### config.mk
export PLATFORM = sky130hd
export DESIGN_NAME = pixel_position_gen
export DESIGN_NICKNAME = d
export VERILOG_FILES = /design/src/rtl/pixel_position_gen.sv
export SDC_FILE = /design/constraint.sdc
export NUM_CORES = 1
export LEC_CHECK = 0
export CAP_MARGIN = 10
export CORE_ASPECT_RATIO = 1.4
export CORE_UTILIZATION = 35
export DETAILED_ROUTE_END_ITERATION = 8
export HOLD_SLACK_MARGIN = 0.15
export PLACE_DENSITY_LB_ADDON = 0.15
export SYNTH_ARGS = -nofsm -noshare
export SYNTH_HDL_FRONTEND = slang
export SYNTH_SLANG_ARGS = --single-unit
### constraint.sdc
create_clock -name clk -period 5.3 [get_ports clk]
set_clock_uncertainty 0.05 [all_clocks]
set_input_delay 1.06 -clock clk [delete_from_list [all_inputs] [get_ports clk]]
set_output_delay 1.06 -clock clk [all_outputs]
set_load 0.05 [all_outputs]
### src/rtl/pixel_position_gen.sv
// Tracks the 1-based (x, y) position of each accepted pixel on a video stream
// and flags line/frame protocol violations; all outputs are registered.
module pixel_position_gen #(
    parameter int FRAME_WIDTH  = 1280,
    parameter int FRAME_HEIGHT = 720
) (
    input  logic        clk,
    input  logic        rst,
    input  logic        pix_valid,
    input  logic        pix_sof,
    input  logic        pix_eol,
    input  logic        err_clr,
    output logic [11:0] x_pos,
    output logic [10:0] y_pos,
    output logic        pos_valid,
    output logic        center_vsync,
    output logic [15:0] frame_cnt,
    output logic        line_err,
    output logic        frame_err
);

    localparam logic [11:0] W = 12'(FRAME_WIDTH);
    localparam logic [10:0] H = 11'(FRAME_HEIGHT);

    typedef enum logic [1:0] {
        WAIT_SOF = 2'd0,
        ACTIVE   = 2'd1,
        VBLANK   = 2'd2
    } state_t;

    state_t      state_q, state_d;
    logic [11:0] xc_q, xc_d;
    logic [10:0] yc_q, yc_d;
    logic        closed_q, closed_d;
    logic [11:0] x_pos_q, x_pos_d;
    logic [10:0] y_pos_q, y_pos_d;
    logic        pos_valid_q, pos_valid_d;
    logic        center_vsync_q, center_vsync_d;
    logic [15:0] frame_cnt_q, frame_cnt_d;
    logic        line_err_q, line_err_d;
    logic        frame_err_q, frame_err_d;
    logic        line_set, frame_set;

    logic        sof_px;
    logic        frame_done;
    logic        overrun_last;
    logic [11:0] xc_inc;
    logic [10:0] yc_inc;

    assign sof_px       = pix_valid & pix_sof;
    // Last line has been closed; the FSM leaves ACTIVE one cycle after that pixel is presented.
    assign frame_done   = (state_q == ACTIVE) && closed_q && (yc_q == H);
    assign overrun_last = (state_q == ACTIVE) && !closed_q && (xc_q == W) && (yc_q == H);
    assign xc_inc       = xc_q + 12'd1;
    assign yc_inc       = yc_q + 11'd1;

    // State register
    always_ff @(posedge clk) begin
        if (rst) begin
            state_q <= WAIT_SOF;
        end else begin
            state_q <= state_d;
        end
    end

    // Next-state logic
    always_comb begin
        state_d = state_q;
        if (sof_px) begin
            state_d = ACTIVE;
        end else begin
            case (state_q)
                ACTIVE: begin
                    if (frame_done || (pix_valid && overrun_last)) begin
                        state_d = VBLANK;
                    end
                end
                default: state_d = state_q;
            endcase
        end
    end

    // Output / datapath logic
    always_comb begin
        xc_d        = xc_q;
        yc_d        = yc_q;
        closed_d    = closed_q;
        x_pos_d     = 12'd0;
        y_pos_d     = 11'd0;
        pos_valid_d = 1'b0;
        frame_cnt_d = frame_cnt_q;
        line_set    = 1'b0;
        frame_set   = 1'b0;

        if (sof_px) begin
            xc_d        = 12'd1;
            yc_d        = 11'd1;
            closed_d    = pix_eol;
            x_pos_d     = 12'd1;
            y_pos_d     = 11'd1;
            pos_valid_d = 1'b1;
            frame_cnt_d = frame_cnt_q + 16'd1;
            frame_set   = (state_q == ACTIVE) && !frame_done;
            line_set    = pix_eol && (W != 12'd1);
        end else if (pix_valid) begin
            case (state_q)
                ACTIVE: begin
                    if (frame_done) begin
                        frame_set = 1'b1;
                    end else if (overrun_last) begin
                        // No line left to wrap into: the pixel is dropped.
                        line_set = 1'b1;
                    end else if (closed_q || (xc_q == W)) begin
                        line_set    = !closed_q || (pix_eol && (W != 12'd1));
                        xc_d        = 12'd1;
                        yc_d        = yc_inc;
                        closed_d    = pix_eol;
                        x_pos_d     = 12'd1;
                        y_pos_d     = yc_inc;
                        pos_valid_d = 1'b1;
                    end else begin
                        line_set    = pix_eol && (xc_inc != W);
                        xc_d        = xc_inc;
                        closed_d    = pix_eol;
                        x_pos_d     = xc_inc;
                        y_pos_d     = yc_q;
                        pos_valid_d = 1'b1;
                    end
                end
                VBLANK:  frame_set = 1'b1;
                default: frame_set = 1'b0;
            endcase
        end

        center_vsync_d = (state_d != ACTIVE);
        line_err_d     = err_clr ? 1'b0 : (line_err_q | line_set);
        frame_err_d    = err_clr ? 1'b0 : (frame_err_q | frame_set);
    end

    always_ff @(posedge clk) begin
        if (rst) begin
            xc_q           <= 12'd0;
            yc_q           <= 11'd0;
            closed_q       <= 1'b0;
            x_pos_q        <= 12'd0;
            y_pos_q        <= 11'd0;
            pos_valid_q    <= 1'b0;
            center_vsync_q <= 1'b1;
            frame_cnt_q    <= 16'd0;
            line_err_q     <= 1'b0;
            frame_err_q    <= 1'b0;
        end else begin
            xc_q           <= xc_d;
            yc_q           <= yc_d;
            closed_q       <= closed_d;
            x_pos_q        <= x_pos_d;
            y_pos_q        <= y_pos_d;
            pos_valid_q    <= pos_valid_d;
            center_vsync_q <= center_vsync_d;
            frame_cnt_q    <= frame_cnt_d;
            line_err_q     <= line_err_d;
            frame_err_q    <= frame_err_d;
        end
    end

    assign x_pos        = x_pos_q;
    assign y_pos        = y_pos_q;
    assign pos_valid    = pos_valid_q;
    assign center_vsync = center_vsync_q;
    assign frame_cnt    = frame_cnt_q;
    assign line_err     = line_err_q;
    assign frame_err    = frame_err_q;

endmodule

==> metrics.yaml <==
synth_cells: 353
post_synth_fa_ha_maj_area_fraction: 0.0325
ff2ff_path_depth: 7
cp-end-kind: "flip-flop"
worstMarginPinSlew_ns: 0.706
grt_pass1_wl_mm: 12.1
rsz_0062_raised_after_global_routing: "no"
timing_worst_setup_path_type: "input pin to flip-flop"
grt_start_max_net_pins: 21
drt_drc_violations_left: 0
yosys.area.top_type_share: 0.448
leak_pwr_nw: 1.35
synth-seq-area-share: 0.448
io-pin-count: 49
synth_xor_xnor_area_share: 0.108
ys_top_cells_by_area: "sky130_fd_sc_hd__dfxtp_1 (45%), sky130_fd_sc_hd__xnor2_1 (7.1%), sky130_fd_sc_hd__nor2_1 (6.8%)"
p_clk_frac: 0.520
synth.mux.area_fraction: 0.00325
antenna_violating_nets_post_route: 0
die_h_um: 113
power_per_cell_area_nw_per_um2: 311
whs_path_depth: 2
drtPass1Iterations: 4
clk_transition_reported_paths_ns: 0.05
max-slew-margin-rel: 0.523
drt-initial-drc-count: 186
core_region_area_um2: 8560
simple_gate_fraction_of_synth_area: 0.253
htree_num_levels: 3
synthesis.area_um2: 3080
syn_area_per_cell_um2: 8.74
category_of_the_worst_setup_path_launch_point: "input pin"
total_power_mw: 1.23
postCtsSetupBuffers: 0
timing.hold.worst_endpoint: "frame_cnt[1]$_SDFFE_PP0P_"
clock_sinks: 69
clockRootBuffer: "sky130_fd_sc_hd__clkbuf_16"
post_synth_most_frequent_cells: "sky130_fd_sc_hd__dfxtp_1 (69), sky130_fd_sc_hd__nor2_1 (56), sky130_fd_sc_hd__xnor2_1 (25)"
clock_latency_ns: 0.33
cts_buffer_depth: 2
io_buffer_count: 48
worst-endpoint-required_ns: 5.51
status: "finished clean"
critical_path.reg2reg.endpoint: "xc_q[3]$_SDFFE_PP0P_"
antenna_found_initial: 0
setup_viol_count_final: 0
yosys_warnings: 0
peakVddDrop_mv: 0.171
min-delay-start: "frame_cnt[1]$_SDFFE_PP0P_"
yosys.cell_count.top_type: "sky130_fd_sc_hd__dfxtp_1"
synth-seq-cells: 69
final.setup.tns_ns: 0
cts_hold_buf: 0
synth_cell_types: 45
final_net_count: 412
worstPathMaxFanout: 17
worst_ep_arrival_time_ns: 3.23
routed_via_density: 5.19
grt.overflow.total: 0
total_switching_power_uw: 264
final_layout_size_suffix_gt1_frac: 0.0744
globalplace.congestion: 0.912
postSynth.topFlopCell: "sky130_fd_sc_hd__dfxtp_1"
gr_util_all_layers: 0.173
async_flop_share: 0
tritoncts: "built"
comb_power_share: 0.049
detailroute.via_count: 2634
internal-power_uw: 968
finalWirelength_mm: 7.25
pre_cts_slack_ns: 1.87
num_rows: 40
switching_share: 0.215
post-route-min-period_ns: 3.03
areaGrowthSynthToFinish_pct: 28.4
worst-r2r-setup-slack_ns: 2.57
synth_enable_flop_cells: 0
first_global_vias: 2494
die_w_um: 81.3
post-synth-top-area-cell: "sky130_fd_sc_hd__dfxtp_1"
finalMaxSlewViolations: 0
design.die.area_um2: 9200
synth_compound_area_frac: 0.119
pwr-share-seq: 0.431
antennaDiodeCount: 0
hold-worst-slack_ns: 0.453
synthesis.nets: 367
wl_per_cell_um: 14.3
reg2reg_from: "xc_q[0]$_SDFFE_PP0P_"
cts-resized-gates: 0
synth_top_family_by_area: "simple AND/OR/NAND/NOR gates"
final-hold-violation-count: 0
final.period_utilization: 0.571
detailedPlacementHpwl_mm: 5.19
start_util: 0.360
min-delay-path-class: "flip-flop to flip-flop"
fmaxAchievable_mhz: 330
finalWorstSetupSlack_ns: 2.27
cts_made_buffers: 9
drv_cap: 0
[worst max path at each step]
stage          startpoint                    endpoint  slack [ns]
2_1_floorplan   pix_valid  frame_cnt[13]$_SDFFE_PP0P_        2.83
3_3_place_gp          rst         y_pos[1]$_SDFF_PP0_        1.93
3_5_place_dp          rst         y_pos[1]$_SDFF_PP0_        1.87
4_1_cts               rst         y_pos[1]$_SDFF_PP0_        2.19
5_1_grt               rst         y_pos[1]$_SDFF_PP0_        2.02
6_report              rst         y_pos[1]$_SDFF_PP0_        2.27
[critical path, stage by stage]
cell	delay, ns
sky130_fd_sc_hd__clkdlybuf4s50_1	0.71
sky130_fd_sc_hd__buf_4	0.35
sky130_fd_sc_hd__nor2_1	0.51
sky130_fd_sc_hd__nand2_1	0.39
sky130_fd_sc_hd__a21oi_1	0.20
[layer usage]
metal	up-vias	GRT usage	part of all wire
met1	1241	0.201	0.43
met4	0	0.0738	0.018
met5	-	0	0
met3	11	0.0524	0.035
met2	52	0.287	0.51
li1	1330	-	-
[cells by family after synthesis]
kind of cell	after synthesis
xor gates and xnor gates	38
muxes	1
buffers and inverters	26
DFF	69
adders and majority gates	8
AOI/OAI and AO/OA	55
and+or+nand+nor	156
[placed cells by master (no fill, tap or decap), drive strengths merged, types with 2 or more instances in the layout]
cell           count
dfxtp             69
nor2              56
clkdlybuf4s50     48
xnor2             25
nand2             23
a21oi             18
nor3              17
nand3             14
nand4             13
xor2              13
inv               10
clkbuf            10
o21ai              9
a31o               8
ha                 8
and3               7
or3                7
nor4               5
a31oi              4
and4               3
a21o               3
clkinv             3
and2               2
or4b               2
or4                2
a41o               2
nand2b             2
o32ai              2
bufinv             2
buf                2
[cell type report]
type / instances / area (um2)
timing repair buffer: 50 / 495
inverter: 10 / 37.5
sequential: 69 / 1380
clock inverter: 6 / 86.3
fill: 861 / 4600
multi-input combinational: 258 / 1590
clock buffer: 10 / 239
tap: 105 / 131
[power by group through the flow]
| stage | clock network [mW] | logic (mW) | registers [mW] |
|---|---|---|---|
| floorplan | 0 | 0.0285 | 0.551 |
| global placement | 0 | 0.0602 | 0.542 |
| detailed placement | 0 | 0.0607 | 0.542 |
| CTS | 0.658 | 0.0612 | 0.531 |
| global route | 0.675 | 0.0669 | 0.532 |
| finish | 0.640 | 0.0608 | 0.531 |
[through the flow]
step            util  area (um2)  std cells
3_3_place_gp   0.425        3640        492
3_5_place_dp   0.425        3640        492
4_1_cts        0.463        3960        508
5_1_grt        0.463        3960        508
6_report       0.463        3960        508
2_1_floorplan      -        3080        353
[sequential cells by signal (all words and copies together) (netlist names)]
| name | count |
|---|---|
| frame_cnt | 16 |
| closed_q | 1 |
| pos_valid | 1 |
| yc_q | 11 |
| state_q | 2 |
| center_vsync | 1 |
| line_err | 1 |
| y_pos | 11 |
| xc_q | 12 |
| x_pos | 12 |
| frame_err | 1 |
No activity file was read; power rests on OpenSTA's default activity.
